<file path="src/rtl/threebit_seq_adder_if.sv">
// Requester-side bundle for the chunked sequential adder: start/operands in,
// busy/done/result back.
interface threebit_seq_adder_if #(
    parameter int NCHUNK = 4
);
    localparam int W = 3 * NCHUNK;

    logic         start;
    logic [W-1:0] a;
    logic [W-1:0] b;
    logic         cin;
    logic         busy;
    logic         done;
    logic [W-1:0] sum;
    logic         cout;

    modport master (output start, a, b, cin, input busy, done, sum, cout);
    modport slave  (input start, a, b, cin, output busy, done, sum, cout);
endinterface

</file>
<file path="src/rtl/threebit_seq_adder.sv">
// W = 3*NCHUNK bit adder built by time-multiplexing one external 3-bit adder,
// LSB chunk first, with inter-chunk carries applied as a separate +1 pass.
module threebit_seq_adder #(
    parameter int NCHUNK = 4
) (
    input  logic                  clk,
    input  logic                  rst,
    threebit_seq_adder_if.slave   req,
    output logic [2:0]            add_x,
    output logic [2:0]            add_y,
    input  logic [2:0]            add_s,
    input  logic                  add_c
);
    localparam int W  = 3 * NCHUNK;
    localparam int IW = (NCHUNK > 1) ? $clog2(NCHUNK) : 1;

    typedef enum logic [1:0] {IDLE, ADD, CARRY, DONE} state_t;

    state_t          state_reg, state_next;
    logic [W-1:0]    a_reg, b_reg;
    logic [2:0]      sum_reg [NCHUNK];
    logic [2:0]      a_chunk [NCHUNK];
    logic [2:0]      b_chunk [NCHUNK];
    logic [IW-1:0]   idx_reg, idx_next;
    logic            pend_reg, pend_next;
    logic            c1_reg, c1_next;
    logic            cout_reg;
    logic            load;
    logic            wr_en;
    logic            last;

    genvar gi;
    generate
        for (gi = 0; gi < NCHUNK; gi++) begin : g_chunk
            assign a_chunk[gi] = a_reg[3*gi +: 3];
            assign b_chunk[gi] = b_reg[3*gi +: 3];
            assign req.sum[3*gi +: 3] = sum_reg[gi];

            // Each chunk of the result owns its own register; only the active one is written.
            always_ff @(posedge clk) begin
                if (rst || load) begin
                    sum_reg[gi] <= 3'b000;
                end else if (wr_en && (idx_reg == IW'(gi))) begin
                    sum_reg[gi] <= add_s;
                end
            end
        end
    endgenerate

    assign last = (idx_reg == IW'(NCHUNK - 1));

    always_ff @(posedge clk) begin
        if (rst) begin
            state_reg <= IDLE;
            idx_reg   <= '0;
            pend_reg  <= 1'b0;
            c1_reg    <= 1'b0;
            cout_reg  <= 1'b0;
            a_reg     <= '0;
            b_reg     <= '0;
        end else begin
            state_reg <= state_next;
            idx_reg   <= idx_next;
            pend_reg  <= pend_next;
            c1_reg    <= c1_next;
            if (load) begin
                a_reg    <= req.a;
                b_reg    <= req.b;
                cout_reg <= 1'b0;
            end else if (state_reg == DONE) begin
                cout_reg <= pend_reg;
            end
        end
    end

    always_comb begin
        state_next = state_reg;
        idx_next   = idx_reg;
        pend_next  = pend_reg;
        c1_next    = c1_reg;
        add_x      = 3'b000;
        add_y      = 3'b000;
        load       = 1'b0;
        wr_en      = 1'b0;
        case (state_reg)
            IDLE: begin
                if (req.start) begin
                    load       = 1'b1;
                    idx_next   = '0;
                    pend_next  = req.cin;
                    state_next = ADD;
                end
            end
            ADD: begin
                add_x   = a_chunk[idx_reg];
                add_y   = b_chunk[idx_reg];
                wr_en   = 1'b1;
                c1_next = add_c;
                if (pend_reg) begin
                    state_next = CARRY;
                end else begin
                    pend_next = add_c;
                    if (last) begin
                        state_next = DONE;
                    end else begin
                        idx_next   = idx_reg + 1'b1;
                        state_next = ADD;
                    end
                end
            end
            CARRY: begin
                add_x     = sum_reg[idx_reg];
                add_y     = 3'b001;
                wr_en     = 1'b1;
                // The chunk add and the +1 pass can never both overflow.
                pend_next = c1_reg | add_c;
                if (last) begin
                    state_next = DONE;
                end else begin
                    idx_next   = idx_reg + 1'b1;
                    state_next = ADD;
                end
            end
            DONE: begin
                state_next = IDLE;
            end
            default: begin
                state_next = IDLE;
            end
        endcase
    end

    assign req.busy = (state_reg != IDLE);
    assign req.done = (state_reg == DONE);
    assign req.cout = (state_reg == DONE) ? pend_reg : cout_reg;
endmodule

</file>
<file path="src/flat_wrapper.sv">
// flat-port wrapper written by rule: the top's interface ports become plain ports
module threebit_seq_adder_flat 
#(
    parameter int NCHUNK = 4
)
  (clk, rst, add_x, add_y, add_s, add_c, req_start, req_a, req_b, req_cin, req_busy, req_done, req_sum, req_cout);
  threebit_seq_adder_if #(.NCHUNK(NCHUNK)) req_i ();
  input  logic clk;
  input  logic rst;
  output logic [2:0] add_x;
  output logic [2:0] add_y;
  input  logic [2:0] add_s;
  input  logic add_c;
  input wire logic [$bits(req_i.start)-1:0] req_start;
  input wire logic [$bits(req_i.a)-1:0] req_a;
  input wire logic [$bits(req_i.b)-1:0] req_b;
  input wire logic [$bits(req_i.cin)-1:0] req_cin;
  output wire logic [$bits(req_i.busy)-1:0] req_busy;
  output wire logic [$bits(req_i.done)-1:0] req_done;
  output wire logic [$bits(req_i.sum)-1:0] req_sum;
  output wire logic [$bits(req_i.cout)-1:0] req_cout;
  assign req_i.start = req_start;
  assign req_i.a = req_a;
  assign req_i.b = req_b;
  assign req_i.cin = req_cin;
  assign req_busy = req_i.busy;
  assign req_done = req_i.done;
  assign req_sum = req_i.sum;
  assign req_cout = req_i.cout;
  threebit_seq_adder #(.NCHUNK(NCHUNK)) u_core (.clk(clk), .rst(rst), .req(req_i), .add_x(add_x), .add_y(add_y), .add_s(add_s), .add_c(add_c));
endmodule
</file>
<file path="config.mk">
export PLATFORM = sky130hd
export DESIGN_NAME = threebit_seq_adder_flat
export DESIGN_NICKNAME = d
export VERILOG_FILES = /design/src/rtl/threebit_seq_adder_if.sv /design/src/rtl/threebit_seq_adder.sv /design/src/flat_wrapper.sv
export SDC_FILE = /design/constraint.sdc
export NUM_CORES = 1
export LEC_CHECK = 0
export BUFFER_PORTS_ARGS = -buffer_cell sky130_fd_sc_hd__buf_2
export CORE_UTILIZATION = 57
export CTS_CLUSTER_SIZE = 25
export DETAILED_ROUTE_END_ITERATION = 16
export GPL_TIMING_DRIVEN = 0
export PLACE_DENSITY = 0.85
export SYNTH_ARGS = -nofsm -noshare
export SYNTH_HDL_FRONTEND = slang
export SYNTH_SLANG_ARGS = --single-unit
</file>
<file path="constraint.sdc">
create_clock -name clk -period 2.5 [get_ports clk]
set_input_delay 0.375 -clock clk [delete_from_list [all_inputs] [get_ports clk]]
set_output_delay 0.375 -clock clk [all_outputs]
set_load 0.01 [all_outputs]
</file>
==> flow_summary.toml <==
[global_route]
use_met2_pct = 40.7
gr-usage-all-layers_pct = 25.1
grt_pass1_wl_um = 7660
busiest_layer = "met2"
met3_usage_pct = 4.35
grt_pass1_vias = 1796
grt_max_degree = 14
grt_use_met1_pct = 31.3
antenna_found_initial = 0
overflow = 0

[worst_setup_path]
cp_common_cell = "nor2_1"
cp.required_ns = 2.12
worstPathCellList = "inv_1 -> ha_1 -> nand2_1 -> o22ai_1 -> nor2_1 -> nor2_1 -> buf_2"
crit_path_top_delay_cell = "ha_1"
path_buf_inv = 2
crit_path_end_kind = "output pin"
cp_top_family = "adder cells"
slowest_delay_ns = 0.38
arrival_ns = 1.85
r2r_setup_slack_ns = 0.50
crit_fanout = 6
cp-start-kind = "flip-flop"
criticalPathCategory = "flip-flop to output pin"

[floorplanning]
die_w_um = 63.4
die_area_um2 = 4030
core_um2 = 3470
ios = 53
num_rows = 21
die-height_um = 63.4
floorplan.initialDensity_pct = 62.0

[run_status]
status = "finished, final reports clean"

[pwr]
power.total_mw = 1.71
irDropWorstVdd_uv = 447
p_comb_share_pct = 18.1
p_seq_share_pct = 48.8
p_sw_share_pct = 26.5
power.internal_mw = 1.26
power_leakage_nw = 1.10
switchingPower_uw = 454
pwr-share-clk_pct = 33.0
power.density_nw_per_um2 = 662

[sta]
rsz0062_at_grt = "false"
fin_crit_ns = 2.22
maxSlewHeadroom_pct = 67.7
tightest_slew_ns = 0.480
drv_slew = 0
finalSetupTns_ns = 0
timing.final.crit_share_pct = 88.9
hold_viol = 0
report.final.setup_viol = 0
fin_skew_ns = 0.00254
max_freq_ghz = 0.450

[clock_network]
cts_root_buf = "clkbuf_8"
cts_buffer_depth = 2
htree_levels = 2
post_cts_resized = 0
clock-sinks = 45
cts_tree = "built"
cts_setup_buffers = 0
numCtsBuffers = 5
worstSkewPairLatency_ns = 0.30
path_clk_slew_ns = 0.08
cts_hold_buffers = 0

[layout]
fin_util_pct = 74.4
fill_cells = 271
nNetsFinal = 330
drive_gt1_share_pct = 25.7
final_area_um2 = 2580
n_antenna_cell = 0
syn2layout_area_growth_pct = 19.9

[yosys]
synth_sequential_area_ratio_pct = 47.4
ys.flop_type = "dfxtp_1"
syn_inst = 233
syn_area_um2 = 2150
synthArstFlopShare_pct = 0
syn_nets = 272
synth_edf_count = 12
synth_area_leader_cell = "dfxtp_1"
ys_seq_elements = 45
synth_top_area_share_pct = 30.7
synth_warnings = 0
syn_area_per_cell_um2 = 9.24
synth_area_leaders = "dfxtp_1 31%, edfxtp_1 17%, nand2_1 9.8%"
synth_cell_types = 32

[run]
drv_cap = 0

[place]
io_buffer_count = 51
postPlaceCellArea_um2 = 2460
gp_congestion = 0.809
hpwl_um = 3460

[route]
dr.pass1.iters = 4
drc_errors = 0
wl_um = 4690
ant_nets = 0
wl_per_cell_um = 13.9
num_vias = 1866
vias_per_cell = 5.52
drt_iter0_drc = 82

[hold_path]
holdCritPathClass = "primary input to flip-flop"
## synth_stat cells (2+ instances only)
cell type  number
nand2_1        56
dfxtp_1        33
a21oi_1        31
mux2i_1        13
nor2_1         13
edfxtp_1       12
and2_1          9
and3_1          8
ha_1            7
o22ai_1         7
clkbuf_1        6
buf_2           5
a211oi_1        4
inv_1           4
nand2b_1        4
mux4_2          3
buf_6           2
o21ai_0         2
## layer usage
layer | up-vias | share of wire [%] | wire length, um
met5 | - | 0 | 0
met4 | 0 | 1.5 | 72
met3 | 7 | 7.6 | 356
met2 | 78 | 48 | 2270
met1 | 860 | 42 | 1990
li1 | 921 | - | -
## worst register-to-register path: stages, from the launching register on
cell and delay (ns):
dfxtp_1 0.43, inv_1 0.13, ha_1 0.29, buf_2 0.21, inv_2 0.14, o21ai_0 0.44
## layout by cell type (no fill, tap or decap), types with 2 or more instances in the layout
| cell | Yosys | routed |
|---|---|---|
| o21ai_0 | 2 | 2 |
| nand2b_1 | 4 | 4 |
| mux2i_1 | 13 | 13 |
| and3_1 | 8 | 8 |
| nor2_1 | 13 | 13 |
| ha_1 | 7 | 7 |
| nand2_1 | 56 | 56 |
| mux4_2 | 3 | 3 |
| edfxtp_1 | 12 | 12 |
| buf_6 | 2 | 2 |
| a211oi_1 | 4 | 4 |
| a21oi_1 | 31 | 31 |
| o22ai_1 | 7 | 7 |
| and2_1 | 9 | 9 |
| dfxtp_1 | 33 | 33 |
| inv_1 | 4 | 4 |
| buf_2 | 5 | 56 |
| clkbuf_1 | 6 | 7 |
| clkbuf_8 | 0 | 6 |
## area by class of cell
type | instances | area [um^2] | area share [%]
tap | 46 | 57.6 | 2.23
buffer | 14 | 77.6 | 3.01
clock inverter | 1 | 30.0 | 1.16
inverter | 5 | 18.8 | 0.727
multi-input combinational | 169 | 1030 | 40.1
sequential | 45 | 1020 | 39.6
clock buffer | 7 | 86.3 | 3.34
timing repair buffer | 51 | 255 | 9.89
## per-stage QoR
stage	cells	worst slack, ns	hold WS, ns
4_1_cts	338	0.297	0.308
3_3_place_gp	330	0.612	0.441
3_5_place_dp	330	0.537	0.447
5_1_grt	338	0.173	0.315
6_report	338	0.278	0.305
2_1_floorplan	233	0.817	0.433
## cells by family after synthesis
| logic type | after synthesis | synth area share [%] |
|---|---|---|
| and+or+nand+nor | 97 | 21.2 |
| AOI/OAI and AO/OA | 48 | 13.1 |
| DFF | 45 | 47.4 |
| buffers and inverters | 19 | 4.48 |
| muxes | 17 | 9.71 |
| adders and majority gates | 7 | 4.07 |
## final timing paths
| path | start | end | depth (start not counted) |
|---|---|---|---|
| max | u_core.state_reg[1] | add_x[2] | 7 |
| min reg2reg | u_core.b_reg[2] | u_core.b_reg[2] | 2 |
| max reg2reg | u_core.state_reg[1] | u_core.sum_reg[1][2] | 5 |
| min | req_b[2] | u_core.b_reg[2] | 3 |
## power groups by stage
stage / Clock [mW] / Combinational [mW] / Sequential, mW
after detailed placement: 0 / 0.306 / 0.851
after global placement: 0 / 0.297 / 0.849
final: 0.565 / 0.310 / 0.835
after floorplan: 0 / 0.202 / 0.854
after global routing: 0.591 / 0.343 / 0.842
after CTS: 0.564 / 0.309 / 0.835
Note: power is estimated with default switching activity, not from simulation.
